--- config.mk ---
export PLATFORM = sky130hd
export DESIGN_NAME = mem_responder
export DESIGN_NICKNAME = d
export VERILOG_FILES = /design/src/rtl/mem_responder.sv
export SDC_FILE = /design/constraint.sdc
export NUM_CORES = 2
export LEC_CHECK = 0
export ABC_AREA = 1
export BUFFER_PORTS_ARGS = -buffer_cell sky130_fd_sc_hd__buf_2
export CORE_ASPECT_RATIO = 0.9
export CORE_MARGIN = 1.5
export CORE_UTILIZATION = 25
export DETAILED_ROUTE_END_ITERATION = 7
export HOLD_SLACK_MARGIN = 0.03
export SYNTH_ARGS = -nofsm -noshare
export SYNTH_HDL_FRONTEND = slang
export SYNTH_SLANG_ARGS = --single-unit
--- constraint.sdc ---
create_clock -name i_clk -period 15.5 [get_ports i_clk]
set_input_delay 0 -clock i_clk [delete_from_list [all_inputs] [get_ports i_clk]]
set_output_delay 0 -clock i_clk [all_outputs]
set_load 0.05 [all_outputs]
--- src/rtl/mem_responder.sv ---
// mem_responder: 256x8 single-port memory slave with a fixed number of wait
// states before a one-cycle acknowledge, plus a program-load write port.
// Optional feature: define MEM_WP_EN to write-protect addresses 0..ROM_TOP
// against CPU writes (rejected writes still ack and pulse o_err).
module mem_responder #(
  parameter int unsigned WAIT_CYCLES = 1,
  parameter logic [7:0]  ROM_TOP     = 8'h7F
) (
  input  logic       i_clk,
  input  logic       i_rst,
  input  logic       i_req,
  input  logic       i_we,
  input  logic [7:0] i_addr,
  input  logic [7:0] i_wdata,
  output logic [7:0] o_rdata,
  output logic       o_ack,
  output logic       o_busy,
  input  logic       i_load_en,
  input  logic [7:0] i_load_addr,
  input  logic [7:0] i_load_data,
  output logic       o_err
);

  typedef enum logic [1:0] {
    S_IDLE,
    S_WAIT,
    S_ACK
  } state_t;

`ifdef MEM_WP_EN
  localparam bit WP_ON = 1'b1;
`else
  localparam bit WP_ON = 1'b0;
`endif

  localparam logic [3:0] CNT_INIT = (WAIT_CYCLES > 0) ? 4'(WAIT_CYCLES - 1) : 4'd0;

  state_t     state;
  logic [3:0] cnt;
  logic       lat_we;
  logic [7:0] lat_addr;
  logic [7:0] lat_wdata;
  logic [7:0] mem [256];

  // Without MEM_WP_EN this folds to constant 0, so o_err is a register stuck at 0.
  function automatic logic wp_hit(input logic [7:0] a);
    return WP_ON && (a <= ROM_TOP);
  endfunction

  // Access sequencer: latches the request, counts wait states, issues ack/err/rdata.
  always_ff @(posedge i_clk or posedge i_rst) begin
    if (i_rst) begin
      state     <= S_IDLE;
      cnt       <= '0;
      lat_we    <= 1'b0;
      lat_addr  <= '0;
      lat_wdata <= '0;
      o_rdata   <= '0;
      o_ack     <= 1'b0;
      o_busy    <= 1'b0;
      o_err     <= 1'b0;
    end else begin
      o_ack <= 1'b0;
      o_err <= 1'b0;
      case (state)
        S_IDLE: begin
          // A simultaneous load takes the cycle; the request is retried next cycle.
          if (i_req && !i_load_en) begin
            lat_we    <= i_we;
            lat_addr  <= i_addr;
            lat_wdata <= i_wdata;
            o_busy    <= 1'b1;
            if (WAIT_CYCLES > 0) begin
              state <= S_WAIT;
              cnt   <= CNT_INIT;
            end else begin
              // Zero wait states: ack cycle follows directly, so use live inputs.
              state <= S_ACK;
              o_ack <= 1'b1;
              o_err <= i_we && wp_hit(i_addr);
              if (!i_we) o_rdata <= mem[i_addr];
            end
          end
        end
        S_WAIT: begin
          if (cnt == 4'd0) begin
            state <= S_ACK;
            o_ack <= 1'b1;
            o_err <= lat_we && wp_hit(lat_addr);
            if (!lat_we) o_rdata <= mem[lat_addr];
          end else begin
            cnt <= cnt - 4'd1;
          end
        end
        S_ACK: begin
          state  <= S_IDLE;
          o_busy <= 1'b0;
        end
        default: begin
          state  <= S_IDLE;
          o_busy <= 1'b0;
        end
      endcase
    end
  end

  // Storage: program loads in IDLE, CPU writes commit on the edge leaving ACK.
  always_ff @(posedge i_clk) begin
    if (!i_rst) begin
      if (state == S_IDLE && i_load_en) begin
        mem[i_load_addr] <= i_load_data;
      end else if (state == S_ACK && lat_we && !wp_hit(lat_addr)) begin
        mem[lat_addr] <= lat_wdata;
      end
    end
  end

endmodule

### Yosys cells after proc, flatten, opt, wreduce, memory -nomap -nowiden

Memory sizes are Yosys's and may differ from the RTL's. A register that Yosys moved wholly into a read port is not among the register bits.
Cells that the tools add are included.

| operators by class | value |
|---|---|
| add/sub/neg operators | 1 |
| reduce and logical (&&, ||, !) cells | 13 |
| muxes and demuxes | 20 |
| bitwise gates (word level) | 2 |
| equal/unequal tests | 5 |

Operators with widths:

| kind | number |
|---|---|
| 8-bit two-way mux | 2 |
| 1-bit two-way mux | 11 |
| 4-bit two-way mux | 2 |
| 4-bit case mux with 2 select lines | 1 |
| 8-bit OR reduction | 1 |
| 2-bit inequality test, second input constant | 3 |
| 2-bit AND reduction | 3 |
| 3-bit AND reduction | 2 |
| 4-bit zero test | 1 |
| 2-bit two-way mux | 2 |
| 2-bit case mux with 2 select lines | 1 |
| 4-bit by 1-bit subtractor with 4-bit output, second input constant | 1 |
| 1-bit logical AND | 3 |
| 2-bit by 1-bit equality test with 1-bit output, second input constant | 1 |
| 2-bit equality test, second input constant | 1 |
| 2-bit zero test | 1 |
| 1-bit inverter | 2 |
| 1-bit case mux with 2 select lines | 1 |
| 2-bit nonzero test | 1 |
| 1-bit zero test | 1 |

| word-level totals | value |
|---|---|
| memories | 1 |
| bits in registers | 25 |
| output and inout bits | 11 |
| word-level logic and storage cells | 49 |
| bits in writable memories | 2,048 |
| input port bits | 37 |

Memory list:

| name | words | width | rd ports | clocked after memory_dff | write ports | line | RTL |
|---|---|---|---|---|---|---|---|
| mem | 256 | 8 | 1 | 1 | 1 | 43 | `logic [7:0] mem [256];` |

### Logic depth before layout (Yosys ltp)

| depth | value |
|---|---|
| depth in word-level cells | 8 |
| gate-level depth with buffers | 15 |
| depth with buffers taken out | 11 |

### Worst setup path after synthesis

Ideal clock, no wire load.

| timing | value |
|---|---|
| kind | input port to flip-flop |
| from | input port i_rst |
| to | memory mem[0][0] (data pin) |
| data required time | 13.311 ns |
| stages on the path | 6 |
| arrival | 11.054 ns |
| library setup time | 2.189 ns |
| path buffers | 3 |
| path slack | 2.257 ns |
| path through | inv_2 > nand4_1 > buf_4 > buf_6 > clkbuf_1 > o21ai_0 |

| on the way | value |
|---|---|
| cells in the longest elaborated chain, start to end | 4 |

Ends and longest elaborated chain:

| item | line | RTL |
|---|---|---|
| start: declaration | 10 | `input logic i_rst,` |
| 1-bit two-way mux | 109 | `if (!i_rst) begin` |
| 1-bit two-way mux (not written as such) | 113 | `mem[lat_addr] <= lat_wdata;` |
| 8-bit OR reduction (no line) | n/a |  |
| 8-bit two-way mux (no line) | n/a |  |
| end: declaration | 43 |  |

No other way between the ends.

==> run metrics <==
status=finished clean; Residual DRC=0; top-count cell post-synth=nand2_1; Die ar.=342,000 um2; Detailed Route WL=241,000 um; share of layout cells above drive strength 1=0.0652; P_int=10.4 mW; switch share=0.374; CORE AREA=roughly 340,000 um2; Syn Inst Count=slightly above 7,000; Crit path arrival time=6.17 ns; Layout fillers=34,100; Final Max Tran Viols=0; Peak VDD IR=0.000142 V; setup violators final=0; worst slew pin tran=1.28 ns; GRT Total Usage=0.136; Initial Utilization=0.251; share of total power in the clock network=0.293; synth warn=0; logic gate share of total power=0.316; routed len/inst=20.5 um; DR iter-0 viols=around 7,600; Commonest cells post-synth=nand2_1, edfxtp_1, nand3_1; top cells by area, synth=edfxtp_1, nand3_1, nand2_1, buf_2, nor2_1; critical path startpoint category=flop; DP HPWL=134,000 um; Yosys top cell by area=edfxtp_1; CP max FO=177; setup repair after global routing missed its margin=no; clock network latency to the later pin of the worst-skew pair=0.86 ns; HP Class=in2reg; crit end category=flop; area delta synth->final=14.0%; IO buf count=46; Net Count, Synth=7,183; post-route setup TNS=0 ns; P_sw=6.23 mW; Routed Antenna Nets=0; Final Cell Area=about 96,000 um2; row cnt=202; FF+latch count, synth=2,081; ys async rst share=0.0159; placed inst area=between 80,000 and 90,000 um2; Clock transition at path regs=0.06 ns; WS Path Type=reg2reg; part of the power in registers=0.391; CP required=~16 ns; PwrDens=173 nW/um2; ys flop type=edfxtp_1; Synth top area share=0.727; Final period util=0.348; Synth cell types=32; Post-synth EDFFs=2,048; CTS tree=yes; sequential area share after synthesis=0.737; Die Wd=616 um; Max clock buf depth=3; RePlAce Congestion=between 0.8 and 0.9; Top Ports=48; GR Overflow Total=0; Clock Sinks=2,081; first-pass GRT wire length=356,000 um; Static Leak=around 32 nW; Rel. slew slack=0.147; minimum clock period=5.39 ns; nets=7,117; vias per cell=4.78; routed vias=56,200; Max-cap violations=0; initial antenna violation count=12; Fmax=0.186 GHz; H-Tree Depth=4; Worst Clk Skew=about 0.033 ns; TritonCTS Buffers=between 200 and 250; total chip power=16.7 mW; largest net degree at the start of global routing=203; final hold vios=0; post-synthesis cell area=84,600 um2; Root Driver=clkbuf_16; vias in the first global route=53,700; First-pass DRT Iterations=6; Synth Area per Inst=around 12 um2; final hold slack=0.114 ns; Die Ht=555 um
## per-layer routing
| metal | wire length (um) | vias up | global-route usage |
|---|---|---|---|
| li1 | - | 25200 | - |
| met1 | 99200 | 27700 | 0.185 |
| met2 | 110000 | 2832 | 0.213 |
| met3 | 22700 | 417 | 0.0259 |
| met4 | 9000 | 0 | 0.0548 |
| met5 | 0 | - | 0 |
## cell families after synthesis
logic type               count (synthesis)  synth area share
AND/OR/NAND/NOR                       4474             0.230
flip-flops                            2081             0.737
buffers and inverters                  548            0.0300
AO/OA/AOI/OAI                           38           0.00275
multiplexers                             2          0.000266
adder cells (fa/ha/maj)                  1          0.000148
other                                    1         0.0000443
## flip-flops by register name, indices dropped and copies added, names as in the netlist, 2 cells and up
register   flops
lat_addr       8
o_rdata        8
lat_wdata      8
state          2
mem         2048
cnt            4
## power groups by stage
stage	Clock, mW	Sequential [mW]	Combinational, mW
after floorplan	0	6.68	3.42
after global routing	5.16	6.51	5.67
final	4.89	6.51	5.26
after CTS	4.95	6.51	5.20
after global placement	0	6.62	5.12
after detailed placement	0	6.63	5.14
## worst max-delay path: stages, from the launching register on
cell,delay [ns]
dfrtp_4,0.69
inv_16,0.43
buf_4,0.82
buf_4,0.90
buf_4,0.94
nand2_1,0.13
nand3_1,0.12
nand3_1,0.08
nand3_1,0.10
nand3_1,0.14
nand3_1,0.27
nand3_1,0.14
nand3_1,0.12
nand3_1,0.13
nand2_1,0.10
## cell type report
cell class                 instances  area [um2]  share of cell area
sequential                      2081       62300               0.647
multi-input combinational       4516       19800               0.206
tap                             4488        5620              0.0583
clock buffer                     271        5590              0.0580
timing repair buffer             210        1760              0.0183
clock inverter                   120        1010              0.0104
inverter                          59         255             0.00265
antenna                            6        15.0            0.000156
## path summary, 6_finish.rpt
check                           cells past startpoint                     from  slack, ns                 endpoint
worst max register to register                     14  lat_addr[0]$_DFFE_PP0P_      10.11   o_rdata[5]$_DFFE_PP0P_
worst min register to register                      2       cnt[3]$_DFFE_PP0P_       0.53       cnt[3]$_DFFE_PP0P_
worst min-delay path                                4           i_load_data[6]       0.11    mem[186][6]$_DFFE_PP_
worst max-delay path                               14  lat_addr[0]$_DFFE_PP0P_      10.11   o_rdata[5]$_DFFE_PP0P_
max in group asynchronous                           5                    i_rst      14.53  lat_addr[3]$_DFFE_PP0P_
min in group asynchronous                           5                    i_rst       0.44          o_ack$_DFF_PP0_
## layout by cell type, fill, tap and decap left out, types with 3 or more instances in the layout
master / synthesis / routed
inv_2: 8 / 8
clkbuf_1: 100 / 53
nor2_4: 5 / 5
nand2_1: 2104 / 2102
inv_6: 0 / 3
a21oi_1: 17 / 17
diode_2: 0 / 6
o21ai_0: 12 / 5
clkbuf_16: 0 / 212
o21ai_1: 3 / 3
dfrtp_4: 0 / 4
nand3_1: 2042 / 2042
edfxtp_1: 2048 / 2048
nand2_2: 11 / 12
clkinv_1: 2 / 58
buf_2: 304 / 46
nor2_1: 301 / 301
inv_16: 0 / 3
inv_1: 48 / 46
buf_12: 0 / 9
buf_4: 25 / 80
clkbuf_8: 0 / 6
clkinv_2: 0 / 35
clkinv_8: 0 / 7
dlygate4sd3_1: 0 / 75
bufinv_16: 0 / 12
dfrtp_1: 33 / 28
or2_2: 3 / 3
o21ai_4: 3 / 10
## metrics by stage
stage / util / std cells / setup WS, ns
finish: 0.286 / 11800 / 10.11
global route: 0.286 / 11700 / 9.79
CTS: 0.286 / 11700 / 10.27
detailed placement: 0.264 / 11300 / 10.28
global placement: 0.264 / 11300 / 10.31
floorplan: - / 7145 / 2.26
## repair_timing
action,4_1_cts,5_1_grt
gates resized for setup,0,0
hold endpoints to repair,201,0
setup buffers,0,0
endpoints found under the setup margin,0,0
hold buffers,75,0
Note: power is estimated with default switching activity, not from simulation.
